$ cat src/rtl/inertial_fuser.sv
// Complementary pitch filter: integrates offset-corrected gyro rate and nudges the
// integral toward an accel-derived pitch, with an averaging offset calibrator.
module inertial_fuser #(
    parameter int                DATA_W      = 16,
    parameter int                INT_W       = 27,
    parameter logic [DATA_W-1:0] RT_OFF_DFLT = 16'h0050,
    parameter logic [DATA_W-1:0] AZ_OFF_DFLT = 16'h00A0,
    parameter int                ACC_GAIN    = 327,
    parameter int                ACC_SHIFT   = 13,
    parameter int                FUSION_STEP = 1024,
    parameter int                CAL_LOG2    = 4
) (
    input  logic                     clk,
    input  logic                     rst,
    input  logic                     vld,
    input  logic signed [DATA_W-1:0] ptch_rt,
    input  logic signed [DATA_W-1:0] AZ,
    input  logic                     cal_req,
    output logic signed [DATA_W-1:0] ptch,
    output logic                     ptch_vld,
    output logic                     cal_busy,
    output logic                     cal_done,
    output logic        [DATA_W-1:0] rt_off,
    output logic        [DATA_W-1:0] az_off
);

    localparam int ACC_W  = DATA_W + CAL_LOG2;
    localparam int CNT_W  = CAL_LOG2 + 1;
    localparam int SUM_W  = INT_W + 2;
    localparam int DIFF_W = DATA_W + 1;
    localparam int PROD_W = DIFF_W + 32;

    localparam logic        [CNT_W-1:0]  CNT_LAST = CNT_W'((1 << CAL_LOG2) - 1);
    localparam logic signed [PROD_W-1:0] GAIN_S   = PROD_W'(ACC_GAIN);
    localparam logic signed [SUM_W-1:0]  STEP_S   = SUM_W'(FUSION_STEP);
    localparam logic signed [INT_W-1:0]  INT_MAX  = {1'b0, {(INT_W-1){1'b1}}};
    localparam logic signed [INT_W-1:0]  INT_MIN  = {1'b1, {(INT_W-1){1'b0}}};

    typedef enum logic {
        RUN = 1'b0,
        CAL = 1'b1
    } state_t;

    state_t                   state_q, state_d;
    logic signed [INT_W-1:0]  ptch_int_q, ptch_int_d;
    logic        [DATA_W-1:0] rt_off_q, rt_off_d;
    logic        [DATA_W-1:0] az_off_q, az_off_d;
    logic        [CNT_W-1:0]  cnt_q, cnt_d;
    logic signed [ACC_W-1:0]  acc_rt_q, acc_rt_d;
    logic signed [ACC_W-1:0]  acc_az_q, acc_az_d;
    logic                     ptch_vld_q, ptch_vld_d;
    logic                     cal_done_q, cal_done_d;

    logic signed [DIFF_W-1:0] rt_c;
    logic signed [DIFF_W-1:0] az_c;
    logic signed [PROD_W-1:0] acc_prod;
    logic signed [DATA_W-1:0] ptch_acc;
    logic signed [SUM_W-1:0]  fusion;
    logic signed [SUM_W-1:0]  int_sum;
    logic signed [INT_W-1:0]  int_sat;
    logic signed [ACC_W-1:0]  acc_rt_nxt;
    logic signed [ACC_W-1:0]  acc_az_nxt;

    assign ptch     = ptch_int_q[INT_W-1 -: DATA_W];
    assign ptch_vld = ptch_vld_q;
    assign cal_busy = (state_q == CAL);
    assign cal_done = cal_done_q;
    assign rt_off   = rt_off_q;
    assign az_off   = az_off_q;

    // Offset subtraction is one bit wider than the samples so it never wraps.
    always_comb begin
        rt_c     = DIFF_W'(ptch_rt) - DIFF_W'($signed(rt_off_q));
        az_c     = DIFF_W'(AZ) - DIFF_W'($signed(az_off_q));
        acc_prod = PROD_W'(az_c) * GAIN_S;
        ptch_acc = DATA_W'(acc_prod >>> ACC_SHIFT);
        fusion   = (ptch_acc > ptch) ? STEP_S : -STEP_S;
        int_sum  = SUM_W'(ptch_int_q) - SUM_W'(rt_c) + fusion;

        // The guard bits must all match the sign bit for the sum to fit in INT_W.
        if (int_sum[SUM_W-1:INT_W-1] == {(SUM_W-INT_W+1){int_sum[SUM_W-1]}}) begin
            int_sat = int_sum[INT_W-1:0];
        end else if (int_sum[SUM_W-1]) begin
            int_sat = INT_MIN;
        end else begin
            int_sat = INT_MAX;
        end

        acc_rt_nxt = acc_rt_q + ACC_W'(ptch_rt);
        acc_az_nxt = acc_az_q + ACC_W'(AZ);
    end

    always_comb begin
        state_d    = state_q;
        ptch_int_d = ptch_int_q;
        rt_off_d   = rt_off_q;
        az_off_d   = az_off_q;
        cnt_d      = cnt_q;
        acc_rt_d   = acc_rt_q;
        acc_az_d   = acc_az_q;
        ptch_vld_d = 1'b0;
        cal_done_d = 1'b0;

        unique case (state_q)
            RUN: begin
                if (vld) begin
                    ptch_int_d = int_sat;
                    ptch_vld_d = 1'b1;
                end
                // A sample arriving with the request is integrated, not averaged.
                if (cal_req) begin
                    state_d  = CAL;
                    cnt_d    = '0;
                    acc_rt_d = '0;
                    acc_az_d = '0;
                end
            end
            CAL: begin
                if (vld) begin
                    if (cnt_q == CNT_LAST) begin
                        rt_off_d   = DATA_W'(acc_rt_nxt >>> CAL_LOG2);
                        az_off_d   = DATA_W'(acc_az_nxt >>> CAL_LOG2);
                        ptch_int_d = '0;
                        cal_done_d = 1'b1;
                        state_d    = RUN;
                        cnt_d      = '0;
                        acc_rt_d   = '0;
                        acc_az_d   = '0;
                    end else begin
                        cnt_d    = cnt_q + CNT_W'(1);
                        acc_rt_d = acc_rt_nxt;
                        acc_az_d = acc_az_nxt;
                    end
                end
            end
            default: state_d = RUN;
        endcase
    end

    always_ff @(posedge clk) begin
        if (rst) begin
            state_q    <= RUN;
            ptch_int_q <= '0;
            rt_off_q   <= RT_OFF_DFLT;
            az_off_q   <= AZ_OFF_DFLT;
            cnt_q      <= '0;
            acc_rt_q   <= '0;
            acc_az_q   <= '0;
            ptch_vld_q <= 1'b0;
            cal_done_q <= 1'b0;
        end else begin
            state_q    <= state_d;
            ptch_int_q <= ptch_int_d;
            rt_off_q   <= rt_off_d;
            az_off_q   <= az_off_d;
            cnt_q      <= cnt_d;
            acc_rt_q   <= acc_rt_d;
            acc_az_q   <= acc_az_d;
            ptch_vld_q <= ptch_vld_d;
            cal_done_q <= cal_done_d;
        end
    end

endmodule

$ cat config.mk
export PLATFORM = sky130hd
export DESIGN_NAME = inertial_fuser
export DESIGN_NICKNAME = d
export VERILOG_FILES = /design/src/rtl/inertial_fuser.sv
export SDC_FILE = /design/constraint.sdc
export NUM_CORES = 1
export LEC_CHECK = 0
export BUFFER_PORTS_ARGS = -buffer_cell sky130_fd_sc_hd__buf_2
export CORE_ASPECT_RATIO = 0.7
export CORE_MARGIN = 10
export CORE_UTILIZATION = 55
export DETAILED_ROUTE_END_ITERATION = 7
export PLACE_DENSITY = 0.82
export SYNTH_ARGS = -nofsm -noshare
export SYNTH_HDL_FRONTEND = slang
export SYNTH_SLANG_ARGS = --single-unit
export TNS_END_PERCENT = 30
$ cat constraint.sdc
create_clock -name clk -period 20.3 [get_ports clk]
set_input_delay 2.03 -clock clk [delete_from_list [all_inputs] [get_ports clk]]
set_output_delay 2.03 -clock clk [all_outputs]
set_load 0.01 [all_outputs]
==> flow_summary.toml <==
[status]
outcome = "finished, final reports clean"

[logic_synthesis]
synth-seq-cells = 107
yosys_warnings = 0
async_reset_ff_frac = 0
synth_seq_area_share = 0.173
yosys-top-cells-area = "ha_1 (19%), dfxtp_1 (17%), fa_1 (15%), inv_1 (7.2%), xnor2_1 (5.1%)"
synth_edf_count = 0
yosys.area.top_type = "ha_1"
syn_nets = 1811
synthFlopType = "dfxtp_1"
synth_commonest_cells = "inv_1 (238), ha_1 (186), nor2_1 (128), dfxtp_1 (107), nand2_1 (106)"
yosysTopAreaCellShare = 0.188
avgSynthCellArea_um2 = 8.27
syn_area_um2 = 12400
ys_types = 71
synth_cells = 1498
synth_most_common_cell = "inv_1"

[detailed_routing]
wirelength_um = 31700
ant_nets = 0
viasPerCell = 5.84
drc = 0
vias = 10700
drt_iter0_drc = 1077
wl_per_cell_um = 17.3
drt_pre_antenna_iters = 5

[final_layout]
drive_gt1_frac = 0.0872
fillers = 1860
nNetsFinal = 1857
syn_to_final_growth_pct = 7.01

[critical_path]
end_kind = "flop"
cpLargestDelayFamily = "compound AO/OA/AOI/OAI gates"
path_max_fanout = 26
path_class = "in2reg"
crit_top_cell = "a21oi_1"
r2r_cells = 48
slowest_stage = "o32ai_4"
critPathRequiredTime_ps = 20590
arrival_ps = 14940
slowest_delay_ps = 1030
start_kind = "input pin"
r2r-start = "az_off[2]$_SDFFE_PP0P_"
rr_endpoint = "ptch_int_q[19]$_SDFFE_PP0P_"
reg2reg_slack_ps = 7030
crit_buf_inv = 6

[clock_network]
cts_tree = "built"
cts_resized = 0
cts_buffers = 9
postCtsSetupRepairBufs = 0
path_clk_slew_ps = 80
cts-root-buf = "clkbuf_16"
insertion_delay_ps = 370
ctsHoldBuffers = 0
cts_buffer_depth = 2
h-tree-depth = 3
cts.sinks = 107

[floorplan]
fp.dieW_um = 199
io_pins = 87
num_rows = 45
start_util = 0.566
die_height_um = 146
core_um2 = 21900
die-area_um2 = 29000

[grt]
grt_first_pass_wirelength_um = 52100
first_global_vias = 10500
antenna_found_initial = 1
gr-total-overflow = 0
grt_usage = 0.217
grt_max_degree = 87

[placed_design]
gp_congestion = 0.943
hpwl_um = 25400
portBuffers = 86
dp_slack_ps = 5450

[sta]
timing.final.crit_period_ps = 14650
slew_headroom = 0.136
layout_setup_ws_ps = 5650
tns_ps = 0
setup_viol = 0
rsz0062_at_grt = "false"
final_hold_viol_count = 0
hold_ws_ps = 477
tightest_slew_ps = 1290
fin_crit_sh = 0.722
drv_slew = 0
clock.fmax_mhz = 68.2
fin_worst_skew_ps = 15.9

[min_path]
hold_depth = 2
min_path_type = "reg2reg"
holdPathEnd = "rt_off[1]$_SDFFE_PP0P_"
hold_start = "rt_off[1]$_SDFFE_PP0P_"

[job]
drv_cap = 0
[worst max-delay path by stage]
| stage | from | depth (start not counted) | endpoint | slack [ps] |
|---|---|---|---|---|
| floorplan | AZ[0] | 48 | ptch_int_q[6]$_SDFFE_PP0P_ | 6200 |
| global placement | AZ[1] | 48 | ptch_int_q[19]$_SDFFE_PP0P_ | 6110 |
| detailed placement | AZ[0] | 51 | ptch_int_q[1]$_SDFFE_PP0P_ | 5450 |
| CTS | AZ[0] | 51 | ptch_int_q[12]$_SDFFE_PP0P_ | 5800 |
| global route | AZ[0] | 51 | ptch_int_q[17]$_SDFFE_PP0P_ | 4760 |
| finish | AZ[0] | 50 | ptch_int_q[19]$_SDFFE_PP0P_ | 5650 |
[tightest hold or removal path, cell delays in order (launching register included)]
cell,delay (ps)
dfxtp_1,320
nand2_1,50
a21oi_1,50
[kinds of logic after synthesis]
kind of cell,Yosys count,synth area share
simple gates,390,0.145
compound gates,330,0.180
buf+inv,294,0.0962
fa+ha+maj,277,0.335
flops,107,0.173
xor+xnor,97,0.0686
mux,3,0.00252
[per-layer routing]
metal,part of all wire,vias up,wire [um],GRT usage
li1,-,5159,-,-
met1,0.47,5068,14900,0.313
met2,0.43,437,13500,0.321
met3,0.089,43,2810,0.0473
met4,0.016,0,512,0.0491
met5,0,-,0,0
[per-stage QoR]
| stage | cell area (um2) | utilization | cells |
|---|---|---|---|
| CTS | 13300 | 0.605 | 1831 |
| detailed placement | 12900 | 0.591 | 1815 |
| finish | 13300 | 0.605 | 1832 |
| floorplan | 12400 | - | 1498 |
| global placement | 12900 | 0.591 | 1815 |
| global route | 13300 | 0.605 | 1832 |
[registers in the layout (all words and copies together) (netlist names)]
| register | cells |
|---|---|
| ptch_int_q | 27 |
| acc_az_q | 20 |
| acc_rt_q | 20 |
| az_off | 16 |
| rt_off | 16 |
| cnt_q | 5 |
| cal_busy | 1 |
| cal_done | 1 |
| ptch_vld | 1 |
[layout make-up]
| cell class | instances | area (um2) | share of cell area |
|---|---|---|---|
| Sequential cell | 107 | 2140 | 0.162 |
| Inverter | 238 | 893 | 0.0674 |
| Tap cell | 282 | 353 | 0.0266 |
| Timing Repair Buffer | 91 | 470 | 0.0355 |
| Antenna cell | 1 | 2.50 | 0.000189 |
| Multi-Input combinational cell | 1097 | 9080 | 0.685 |
| Clock inverter | 6 | 77.6 | 0.00585 |
| Clock buffer | 10 | 239 | 0.0180 |
[cell usage in the layout, fill, tap and decap left out, drive strengths merged, types with 10 or more instances in the layout]
cell / n
a22oi: 33
xnor2: 72
o21ai: 40
nor3: 29
ha: 186
clkbuf: 10
inv: 242
fa: 91
buf: 91
a21oi: 96
dfxtp: 107
xor2: 25
nand4: 14
nand2b: 12
nand2: 106
o21a: 16
a31oi: 36
nand3: 48
nor2: 128
o21bai: 10
a21o: 36
nor2b: 15
a211oi: 13
Power is left out: the tool's default activity adds up to more than one toggle a clock period on the data nets, which glitch-free logic cannot reach.
